<file path="config.mk">
export PLATFORM = sky130hd
export DESIGN_NAME = minroot_job_ctrl
export DESIGN_NICKNAME = d
export VERILOG_FILES = /design/src/rtl/minroot_job_ctrl.sv
export SDC_FILE = /design/constraint.sdc
export NUM_CORES = 1
export LEC_CHECK = 0
export CORE_UTILIZATION = 35
export DETAILED_ROUTE_END_ITERATION = 16
export GPL_ROUTABILITY_DRIVEN = 0
export GPL_TIMING_DRIVEN = 0
export PLACE_DENSITY = 0.71
export SLEW_MARGIN = 20
export SYNTH_ARGS = -nofsm -noshare
export SYNTH_HDL_FRONTEND = slang
export SYNTH_SLANG_ARGS = --single-unit
</file>
<file path="constraint.sdc">
create_clock -name clk_i -period 2.3 [get_ports clk_i]
set_input_delay 0.345 -clock clk_i [delete_from_list [all_inputs] [get_ports clk_i]]
set_output_delay 0.345 -clock clk_i [all_outputs]
set_load 0.01 [all_outputs]
</file>
<file path="src/rtl/minroot_job_ctrl.sv">
// minroot_job_ctrl: accepts one MinRoot job, drives an external iteration engine and returns its result.
// Optional watchdog on engine progress: define MINROOT_JOB_TIMEOUT_EN.
package mrt_pkg;
    localparam int PolyW = 32;
    localparam int IterW = 16;
    typedef logic [PolyW-1:0] poly_t;
    typedef logic [IterW-1:0] IterBits;
endpackage

module minroot_job_ctrl #(
    parameter int unsigned TimeoutCycles = 4096
) (
    input  logic             clk_i,
    input  logic             rst_ni,
    input  logic             job_valid_i,
    output logic             job_ready_o,
    input  mrt_pkg::poly_t   job_x_i,
    input  mrt_pkg::poly_t   job_y_i,
    input  mrt_pkg::IterBits job_start_iter_i,
    input  mrt_pkg::IterBits job_iters_i,
    output logic             res_valid_o,
    input  logic             res_ready_i,
    output mrt_pkg::poly_t   res_x_o,
    output mrt_pkg::poly_t   res_y_o,
    output mrt_pkg::IterBits res_iter_o,
    output logic [1:0]       res_status_o,
    input  logic             abort_i,
    output logic             busy_o,
    output logic             eng_start_o,
    output mrt_pkg::IterBits eng_starting_iter_o,
    output mrt_pkg::IterBits eng_iters_o,
    output mrt_pkg::poly_t   eng_x_o,
    output mrt_pkg::poly_t   eng_y_o,
    input  mrt_pkg::poly_t   eng_x_i,
    input  mrt_pkg::poly_t   eng_y_i,
    input  mrt_pkg::IterBits eng_cur_iter_i,
    input  logic             eng_iter_done_i
);
    import mrt_pkg::*;

    localparam logic [1:0] StOk      = 2'b00;
    localparam logic [1:0] StAbort   = 2'b01;
    localparam logic [1:0] StTimeout = 2'b10;

    typedef enum logic [2:0] {IDLE, LAUNCH, RUN, DRAIN, RESP} state_e;

    state_e     state_q, state_d;
    poly_t      hx_q, hx_d, hy_q, hy_d;
    IterBits    hstart_q, hstart_d, hiters_q, hiters_d;
    poly_t      rx_q, rx_d, ry_q, ry_d;
    IterBits    riter_q, riter_d;
    logic [1:0] rstat_q, rstat_d;
    logic       done_hit, wd_hit;

`ifdef MINROOT_JOB_TIMEOUT_EN
    logic [31:0] wd_q, wd_d;
    logic        wd_active;

    assign wd_active = (state_q == RUN) || (state_q == DRAIN);
    assign wd_d      = (eng_start_o || eng_iter_done_i) ? '0 : wd_active ? wd_q + 32'd1 : wd_q;
    // Fires one cycle early so RESP appears exactly TimeoutCycles after the last progress event.
    assign wd_hit    = wd_active && !eng_iter_done_i && (wd_q == TimeoutCycles - 32'd2);

    always_ff @(posedge clk_i or negedge rst_ni) begin
        if (!rst_ni) wd_q <= '0;
        else         wd_q <= wd_d;
    end
`else
    localparam int unsigned unused_timeout_cycles = TimeoutCycles;
    assign wd_hit = 1'b0;
`endif

    assign done_hit            = eng_iter_done_i && (eng_cur_iter_i > hiters_q);
    assign job_ready_o         = rst_ni && (state_q == IDLE);
    assign busy_o              = state_q != IDLE;
    assign eng_start_o         = state_q == LAUNCH;
    assign res_valid_o         = state_q == RESP;
    assign res_x_o             = rx_q;
    assign res_y_o             = ry_q;
    assign res_iter_o          = riter_q;
    assign res_status_o        = rstat_q;
    assign eng_x_o             = hx_q;
    assign eng_y_o             = hy_q;
    assign eng_starting_iter_o = hstart_q;
    assign eng_iters_o         = hiters_q;

    always_comb begin
        state_d  = state_q;
        hx_d     = hx_q;
        hy_d     = hy_q;
        hstart_d = hstart_q;
        hiters_d = hiters_q;
        rx_d     = rx_q;
        ry_d     = ry_q;
        riter_d  = riter_q;
        rstat_d  = rstat_q;
        case (state_q)
            IDLE: begin
                if (job_valid_i && job_ready_o) begin
                    hx_d     = job_x_i;
                    hy_d     = job_y_i;
                    hstart_d = job_start_iter_i;
                    hiters_d = job_iters_i;
                    if (job_iters_i >= job_start_iter_i) begin
                        state_d = LAUNCH;
                    end else begin
                        rx_d    = job_x_i;
                        ry_d    = job_y_i;
                        riter_d = job_start_iter_i;
                        rstat_d = StOk;
                        state_d = RESP;
                    end
                end
            end
            LAUNCH: begin
                hiters_d = abort_i ? '0 : hiters_q;
                state_d  = abort_i ? DRAIN : RUN;
            end
            RUN: begin
                if (done_hit) begin
                    rx_d    = eng_x_i;
                    ry_d    = eng_y_i;
                    riter_d = eng_cur_iter_i;
                    rstat_d = StOk;
                    state_d = RESP;
                end else if (abort_i) begin
                    hiters_d = '0;
                    state_d  = DRAIN;
                end else if (wd_hit) begin
                    hiters_d = '0;
                    rx_d     = hx_q;
                    ry_d     = hy_q;
                    riter_d  = hstart_q;
                    rstat_d  = StTimeout;
                    state_d  = RESP;
                end
            end
            DRAIN: begin
                if (eng_iter_done_i) begin
                    rx_d    = eng_x_i;
                    ry_d    = eng_y_i;
                    riter_d = eng_cur_iter_i;
                    rstat_d = StAbort;
                    state_d = RESP;
                end else if (wd_hit) begin
                    rx_d    = hx_q;
                    ry_d    = hy_q;
                    riter_d = hstart_q;
                    rstat_d = StTimeout;
                    state_d = RESP;
                end
            end
            RESP:    state_d = res_ready_i ? IDLE : RESP;
            default: state_d = IDLE;
        endcase
    end

    always_ff @(posedge clk_i or negedge rst_ni) begin
        if (!rst_ni) begin
            state_q  <= IDLE;
            hx_q     <= '0;
            hy_q     <= '0;
            hstart_q <= '0;
            hiters_q <= '0;
            rx_q     <= '0;
            ry_q     <= '0;
            riter_q  <= '0;
            rstat_q  <= '0;
        end else begin
            state_q  <= state_d;
            hx_q     <= hx_d;
            hy_q     <= hy_d;
            hstart_q <= hstart_d;
            hiters_q <= hiters_d;
            rx_q     <= rx_d;
            ry_q     <= ry_d;
            riter_q  <= riter_d;
            rstat_q  <= rstat_d;
        end
    end
endmodule

</file>
* Word level (Yosys, flattened, before mapping) *
Index checks and enable logic that the tools add are counted.

word-level totals
  register bits after elaboration = 181
  input bits = 182
  word-level logic and storage cells = 64

cells by class
  $lt $le $gt $ge = 2
  equality and inequality tests = 10
  mux-type cells = 32
  reductions and logical operators = 11

operators by type and width
  operator            number
  $mux 32             8
  $pmux 32 s3         2
  $mux 16             7
  $pmux 16 s3         2
  $mux 3              6
  $ge 16x16->1        1
  $gt 16x16->1        1
  $pmux 3 s5          1
  $reduce_bool 3->1   3
  $mux 2              4
  $ne 2x2->1 const B  4
  $eq 3x2->1 const B  2
  $pmux 2 s3          1
  $reduce_and 3->1    2
  $reduce_and 5->1    1
  $eq 3x1->1 const B  1
  $eq 3x3->1 const B  1
  $logic_and 1x1->1   3
  $logic_not 3->1     1
  $ne 3x3->1 const B  1
  $ne 2x1->1 const B  1
  $reduce_and 2->1    1
  $mux 1              1

* Depth between registers and ports, before layout *
Gate-level depths: netlist of the first run.

  depth after elaboration = 5
  mapped depth = 9

* Least setup slack after synthesis of the first run *
OpenSTA, ideal clock, no wires.

  path kind = flip-flop to flip-flop
  from = reg hiters_q[15], in the netlist eng_iters_o[15]
  to = reg ry_q[12], in the netlist res_y_o[12]
  data arrival time = 2.339 ns
  data required time = 2.175 ns
  path slack = -0.164 ns
  stages on the path, launching flop included = 10
  path buffers = 1
  cells stage by stage = dfrtp_1 -> inv_1 -> ha_1 -> nand4_1 -> o41ai_2 -> nand4_1 -> and3_1 -> o211ai_4 -> buf_6 -> mux2_2

on the way
  longest elaborated chain between the ends = 4

RTL lines
  item                        RTL line  source
  start, declared             49        IterBits hstart_q, hstart_d, hiters_q, hiters_d;
  start signal, assigned      174       hiters_q <= hiters_d;
  $gt 16x16->1                73        assign done_hit = eng_iter_done_i && (eng_cur_iter_i > hiters_q);
  $logic_and 1x1->1           73
  $ne 2x2->1 (no line)        -
  $reduce_and 5->1 (no line)  -
  end signal, assigned        176       ry_q <= ry_d;
  end, declared               50        poly_t rx_q, rx_d, ry_q, ry_d;

No other way between the ends.
A chain may end at the register's enable or synchronous reset.

* Worst setup path after layout of the first run *
  from = in eng_cur_iter_i[10]
  to = reg ry_q[12], in the netlist res_y_o[12]

on the way
  longest elaborated chain between the ends = 4

RTL lines
  item                        RTL line  source
  start, declared             36        input mrt_pkg::IterBits eng_cur_iter_i,
  $gt 16x16->1                73
  $logic_and 1x1->1           73
  $ne 2x2->1 (no line)        -
  $reduce_and 5->1 (no line)  -

No other way between the ends.

==> impl_metrics.csv, run 1 <==
group,metric,value,unit
outcome,status,"complete, but fails checks",
outcome,violations,"setup timing",
worst_setup_path,crit_chain,"clkdlybuf4s50_1 -> ha_4 -> nand4_1 -> buf_6 -> o41ai_4 -> nand4_1 -> and3_4 -> o211ai_4 -> buf_6 -> buf_12 -> buf_12 -> mux2_2",
yosys,synth_edf_count,0,
min_path,min_path_cells,3,
power_and_ir_drop,seq_power_share,30.0,%
floorplan,rows,56,
flow_run,max-cap-violations,0,
worst_setup_path,required,2.61,ns
global_route,track_usage,21.8,%
power_and_ir_drop,power_frac_clock,16.0,%
power_and_ir_drop,p_int,12.7,mW
yosys,syn_area_per_cell,13.4,um^2
sta,final_hold_viol_count,0,
route,drcViolationCount,0,
sta,setup_violations,97,
sta,layout_min_cycle_time,2.70,ns
power_and_ir_drop,pwr_density_cell,1320,mW/mm^2
route,dr.pass1.iters,4,
route,drt_iter0_drc,262,
worst_setup_path,startpoint_type,"input port",
layout,nFillCells,1972,
sta,fin_ws,-0.397,ns
place,portBuffers,362,
layout,mostFrequentLayoutCell,"clkdlybuf4s50_1",
cts,clock_path_buffers,2,
worst_setup_path,slowest_delay,0.52,ns
worst_setup_path,crit_fanout,10,
sta,hold_slack,0.237,ns
route,viasPerCell,4.95,
worst_setup_path,reg2regPathDepth,11,
global_route,first_global_vias,7295,
sta,grt_setup_unrepaired,"true",
sta,post-route-period-util,117,%
yosys,synth_ff_type,"dfrtp_1",
yosys,yosysSeqAreaShare,52.8,%
global_route,antenna_found_initial,0,
global_route,grt_overflow_total,0,
cts,root_buffer,"clkbuf_16",
layout,final_cell_mix,"351 x clkdlybuf4s50_1, 178 x dfrtp_1, 152 x mux2_2",
power_and_ir_drop,power_switching_share,32.9,%
floorplan,die_x,158,um
layout,antenna-diode-count,0,
power_and_ir_drop,p_sw,6.21,mW
worst_setup_path,worstSetupPathType,"in2reg",
cts,clkTransAtPathRegs,0.08,ns
yosys,syn_nets,852,
min_path,hold_class,"in2reg",
floorplan,start_util,36.0,%
yosys,syn-cell-area,0.00853,mm^2
floorplan,fp.dieArea,0.0250,mm^2
yosys,synth_top_area_cell,"dfrtp_1",
floorplan,ioPinCount,364,
yosys,yosysWarningCount,0,
sta,tns,-29.77,ns
yosys,synth_top_area_share,52.8,%
cts,cts_made_buffers,17,
layout,register_area,0.00451,mm^2
route,wl_per_cell,20.1,um
cts,htreeDepth,4,
yosys,async_flop_share,100,%
sta,fmax,0.371,GHz
sta,skew,0.0134,ns
route,vias,6899,
cts,cts_sinks,180,
sta,maxSlewHeadroom,50.3,%
global_route,grt_max_degree,81,
worst_setup_path,worstSetupEndpointType,"flip-flop",
yosys,synth.top_cells.by_area,"dfrtp_1 53%, mux2_2 20%, mux2_1 9.4%, ha_1 4.7%, a22o_1 1.6%",
layout,final_net_count,1275,
worst_setup_path,crit_arrival,3.01,ns
floorplan,core_area,0.0237,mm^2
place,dpl_worst_slack,-1.08,ns
route,postRouteAntennaNets,0,
place,hpwl,19600,um
power_and_ir_drop,ir_drop,0.600,mV
floorplan,die_height,158,um
yosys,synth_cell_type_count,35,
cts,clkLatencyLatePin,0.43,ns
yosys,synth_cells,638,
layout,area_delta_synth_final,67.1,%
worst_setup_path,critPathSlowestCell,"clkdlybuf4s50_1",
sta,worstMarginPinSlew,0.746,ns
cts,tritoncts,"built",
power_and_ir_drop,leakagePower,6.34,nW
power_and_ir_drop,combPwrFrac,54.0,%
layout,multi_input_area,0.00420,mm^2
global_route,grt_pass1_wl,40800,um
sta,final-max-slew-violation-count,0,
layout,drive_gt1_share,32.5,%
route,totalWireLength,28000,um
yosys,ys_seq_elements,180,
synthesized netlist by cell type, types with 2 or more instances:
cell	instances
a21oi_1	17
nor2_1	5
and2_1	2
o211ai_1	2
nand4_1	8
clkbuf_1	19
nor3_1	4
a31oi_1	3
ha_1	32
mux2_2	154
nand3_1	5
mux2_1	71
inv_1	37
buf_6	8
dfrtp_1	180
buf_1	4
a211o_1	3
nand2_1	30
o21ai_0	23
a22o_1	16
power by group through the flow:
stage / Clock (mW) / Sequential (mW) / Combinational, mW
2_1_floorplan: 0 / 6.37 / 3.18
3_3_place_gp: 0 / 5.62 / 8.50
4_1_cts: 3.11 / 5.62 / 9.18
6_report: 3.03 / 5.65 / 10.2
5_1_grt: 3.24 / 5.86 / 10.8
3_5_place_dp: 0 / 5.67 / 8.59
worst paths after layout:
check,end,start,slack (ns)
max in group asynchronous,eng_starting_iter_o[12]$_DFFE_PN0P_,rst_ni,0.69
max,res_y_o[12]$_DFFE_PN0P_,eng_cur_iter_i[10],-0.40
min reg2reg,eng_starting_iter_o[6]$_DFFE_PN0P_,eng_starting_iter_o[6]$_DFFE_PN0P_,0.48
min in group asynchronous,eng_y_o[13]$_DFFE_PN0P_,rst_ni,0.52
min,eng_starting_iter_o[6]$_DFFE_PN0P_,job_start_iter_i[6],0.24
max reg2reg,res_y_o[12]$_DFFE_PN0P_,eng_iters_o[1]$_DFFE_PN0P_,-0.38
flip-flops by register name (all words and copies together), names as in the netlist:
name	cells
eng_x_o	32
eng_starting_iter_o	16
res_status_o	1
state_q	3
res_iter_o	16
res_y_o	32
res_x_o	32
eng_iters_o	16
eng_y_o	32
layout make-up:
type                    count  area share [%]
plain buffers              31            1.89
well taps                 319            2.80
clock buffers              19            3.11
flip-flops and latches    180            31.6
inverters                  37           0.974
clock inverters            13            1.11
repair buffers            405            29.0
multi-input cells         389            29.5
repair_timing:
action | in CTS | in global routing
pin swaps | 17 | 12
gates cloned | 1 | 4
setup buffers | 21 | 12
resized for setup | 47 | 91
hold buffers | 4 | 1
setup endpoints to repair | 183 | 137
hold endpoints to repair | 11 | 39
routing by layer:
metal  vias up  track usage, %  routed length [um]
li1       3137               -                   -
met1      3453            25.2               11000
met2       283            38.5               14200
met3        26            6.90                2380
met4         0            6.23                 417
met5         -               0                   0
worst max-delay path: cells and delay by family:
family | cells | cell delay [ns]
and+or+nand+nor | 3 | 0.49
AOI/OAI and AO/OA | 2 | 0.40
muxes | 1 | 0.34
adders and majority gates | 1 | 0.33
buffers and inverters | 5 | 1.10
metrics by stage:
stage,std cells,power (mW),utilization (%),cell area (um^2)
detailed placement,1321,14.3,53.6,12700
global route,1393,19.9,60.2,14300
floorplan,638,9.55,-,8600
finish,1393,18.9,60.2,14300
global placement,1319,14.1,53.3,12600
CTS,1378,17.9,57.8,13700
logic make-up (layout without fill, tap and decap cells):
group	count (synthesis)	after routing	share of synthesized area [%]
fa+ha+maj	32	32	4.69
other cells	1	1	0.0440
buf+inv	69	505	3.78
compound gates	74	74	5.95
simple gates	57	57	3.02
flops	180	180	52.8
mux	225	225	29.7
(Power assumes the default switching activity.)
==> run 2, diff against run 1 <==
--- a/config.mk
+++ b/config.mk
@@ -5,6 +5,7 @@
 export SDC_FILE = /design/constraint.sdc
 export NUM_CORES = 1
 export LEC_CHECK = 0
+export ABC_CLOCK_PERIOD_IN_PS = 2300
 export CORE_UTILIZATION = 35
 export DETAILED_ROUTE_END_ITERATION = 16
 export GPL_ROUTABILITY_DRIVEN = 0
==> results of run 2 <==
The final DEF is identical to that of run 1; final timing and power are the same.
==> run 3, diff against run 2 <==
--- a/config.mk
+++ b/config.mk
@@ -6,9 +6,10 @@
 export NUM_CORES = 1
 export LEC_CHECK = 0
 export ABC_CLOCK_PERIOD_IN_PS = 2300
+export CORE_ASPECT_RATIO = 1.4
 export CORE_UTILIZATION = 35
 export DETAILED_ROUTE_END_ITERATION = 16
-export GPL_ROUTABILITY_DRIVEN = 0
+export GPL_ROUTABILITY_DRIVEN = 1
 export GPL_TIMING_DRIVEN = 0
 export PLACE_DENSITY = 0.71
 export SLEW_MARGIN = 20
==> impl_metrics.csv, run 3 (same netlist as run 1, synthesis figures left out) <==
group,metric,value,unit
outcome,status,"complete, but fails checks",
outcome,violations,"hold timing, setup timing",
layout,mostFrequentLayoutCell,"clkdlybuf4s50_1",
sta,skew,0.00938,ns
global_route,first_global_vias,7436,
place,routabilityCongestion,0.860,
cts,clkTransAtPathRegs,0.07,ns
route,viasPerCell,4.95,
route,drt_iter0_drc,273,
sta,final-max-slew-violation-count,0,
place,portBuffers,362,
power_and_ir_drop,seq_power_share,30.3,%
sta,fin_ws,-0.303,ns
cts,root_buffer,"clkbuf_16",
global_route,grt_overflow_total,0,
power_and_ir_drop,pwr_density_cell,1320,mW/mm^2
layout,nFillCells,2028,
route,postRouteAntennaNets,0,
power_and_ir_drop,p_int,12.8,mW
flow_run,max-cap-violations,0,
worst_setup_path,r2r-start,"eng_iters_o[9]$_DFFE_PN0P_",
worst_setup_path,worstSetupEndpointType,"flip-flop",
worst_setup_path,crit_fanout,10,
route,vias,6788,
sta,final_hold_viol_count,61,
power_and_ir_drop,power_frac_clock,16.1,%
sta,hold_slack,-0.0943,ns
sta,post-route-period-util,113,%
cts,htreeDepth,4,
sta,fmax,0.384,GHz
sta,layout_min_cycle_time,2.60,ns
power_and_ir_drop,power_switching_share,31.8,%
layout,final_cell_mix,"339 x clkdlybuf4s50_1, 178 x dfrtp_1, 144 x mux2_2",
power_and_ir_drop,p_sw,5.95,mW
global_route,track_usage,22.1,%
layout,final_util,59.1,%
cts,tritoncts,"built",
place,hpwl,20200,um
sta,grt_setup_unrepaired,"true",
floorplan,start_util,35.6,%
layout,antenna-diode-count,0,
floorplan,core_area,0.0240,mm^2
route,drcViolationCount,0,
global_route,grt_pass1_wl,41900,um
route,dr.pass1.iters,4,
sta,setup_violations,97,
power_and_ir_drop,leakagePower,6.42,nW
route,totalWireLength,27500,um
worst_setup_path,crit_arrival,2.92,ns
worst_setup_path,startpoint_type,"flip-flop",
worst_setup_path,worstSetupPathType,"reg2reg",
global_route,grt_max_degree,94,
floorplan,die_height,187,um
cts,clkLatencyLatePin,0.43,ns
power_and_ir_drop,p_total,18.7,mW
sta,maxSlewHeadroom,51.8,%
sta,worstMarginPinSlew,0.722,ns
worst_setup_path,crit_start,"eng_iters_o[9]$_DFFE_PN0P_",
min_path,hold_class,"in2async",
floorplan,fp.dieArea,0.0250,mm^2
worst_setup_path,required,2.61,ns
power_and_ir_drop,combPwrFrac,53.6,%
floorplan,die_x,134,um
layout,instances_no_fill,1370,
route,wl_per_cell,20.1,um
cts,cts_sinks,180,
place,dpl_worst_slack,-1.13,ns
layout,final_net_count,1263,
floorplan,rows,67,
layout,area_delta_synth_final,66.0,%
floorplan,ioPinCount,364,
layout,drive_gt1_share,32.6,%
cts,clock_path_buffers,2,
global_route,antenna_found_initial,0,
power_and_ir_drop,ir_drop,0.886,mV
place,place_inst,1311,
cts,cts_made_buffers,17,
run 3: cell count changes in the layout (fill, tap and decap cells not counted), sizes merged:
cell	delta
inv	-7
buf	-8
dlygate4sd2	-2
clkdlybuf4s50	-12
dlygate4sd3	-3
dlymetal6s2s	+14
clkinvlp	+2
clkinv	-1
clkbuf	+1
bufinv	+2
run 3: routing by layer:
| layer | vias up | GRT usage [%] | part of all wire, % |
|---|---|---|---|
| met5 | - | 0 | 0 |
| met3 | 34 | 5.79 | 6.6 |
| met1 | 3389 | 24.4 | 37 |
| li1 | 3106 | - | - |
| met2 | 259 | 40.7 | 54 |
| met4 | 0 | 6.73 | 1.9 |
run 3: cell type report:
cell class | count | area, um^2 | area share (%)
plain buffers | 31 | 277 | 1.95
clock buffers | 21 | 470 | 3.32
clock inverters | 9 | 129 | 0.910
inverters | 37 | 139 | 0.981
multi-input cells | 389 | 4230 | 29.9
flip-flops and latches | 180 | 4510 | 31.8
well taps | 310 | 388 | 2.74
repair buffers | 393 | 4020 | 28.4
run 3: worst max-delay path: stages (launching register included):
cell	delay [ns]
dfrtp_1	0.37
inv_1	0.07
ha_4	0.26
nand4_1	0.22
o41ai_2	0.43
nand4_1	0.17
and3_4	0.20
o211ai_4	0.10
buf_12	0.19
buf_12	0.16
mux2_4	0.31
run 3: stage by stage:
stage	cell area, um^2	setup TNS (ns)
5_1_grt	14200	-31.49
6_report	14200	-23.21
3_3_place_gp	12600	-2673.87
2_1_floorplan	8600	-4.98
3_5_place_dp	12600	-121.49
4_1_cts	13800	-15.28
run 3: timing repair:
action	CTS	global route
setup buffers	20	6
cloned	0	3
endpoints found under the setup margin	177	103
resized for setup	102	62
hold endpoints to repair	87	26
pin swaps	13	19
run 3: worst paths after layout:
check                                                      end  slack (ns)  cells after the start
max                                    res_y_o[23]$_DFFE_PN0P_       -0.30                     10
min reg2reg                eng_starting_iter_o[14]$_DFFE_PN0P_        0.48                      2
max reg2reg                            res_y_o[23]$_DFFE_PN0P_       -0.30                     10
min                                eng_iters_o[12]$_DFFE_PN0P_       -0.09                      1
min in group clk_i                  eng_iters_o[1]$_DFFE_PN0P_        0.23                      2
max in group asynchronous              eng_y_o[15]$_DFFE_PN0P_        1.59                      2
run 3: power groups by stage:
stage / sequential, mW / clock, mW / combinational, mW
2_1_floorplan: 6.37 / 0 / 3.18
3_3_place_gp: 5.61 / 0 / 8.53
3_5_place_dp: 5.66 / 0 / 8.62
4_1_cts: 5.65 / 3.11 / 9.71
5_1_grt: 5.88 / 3.22 / 10.7
6_report: 5.68 / 3.02 / 10.0
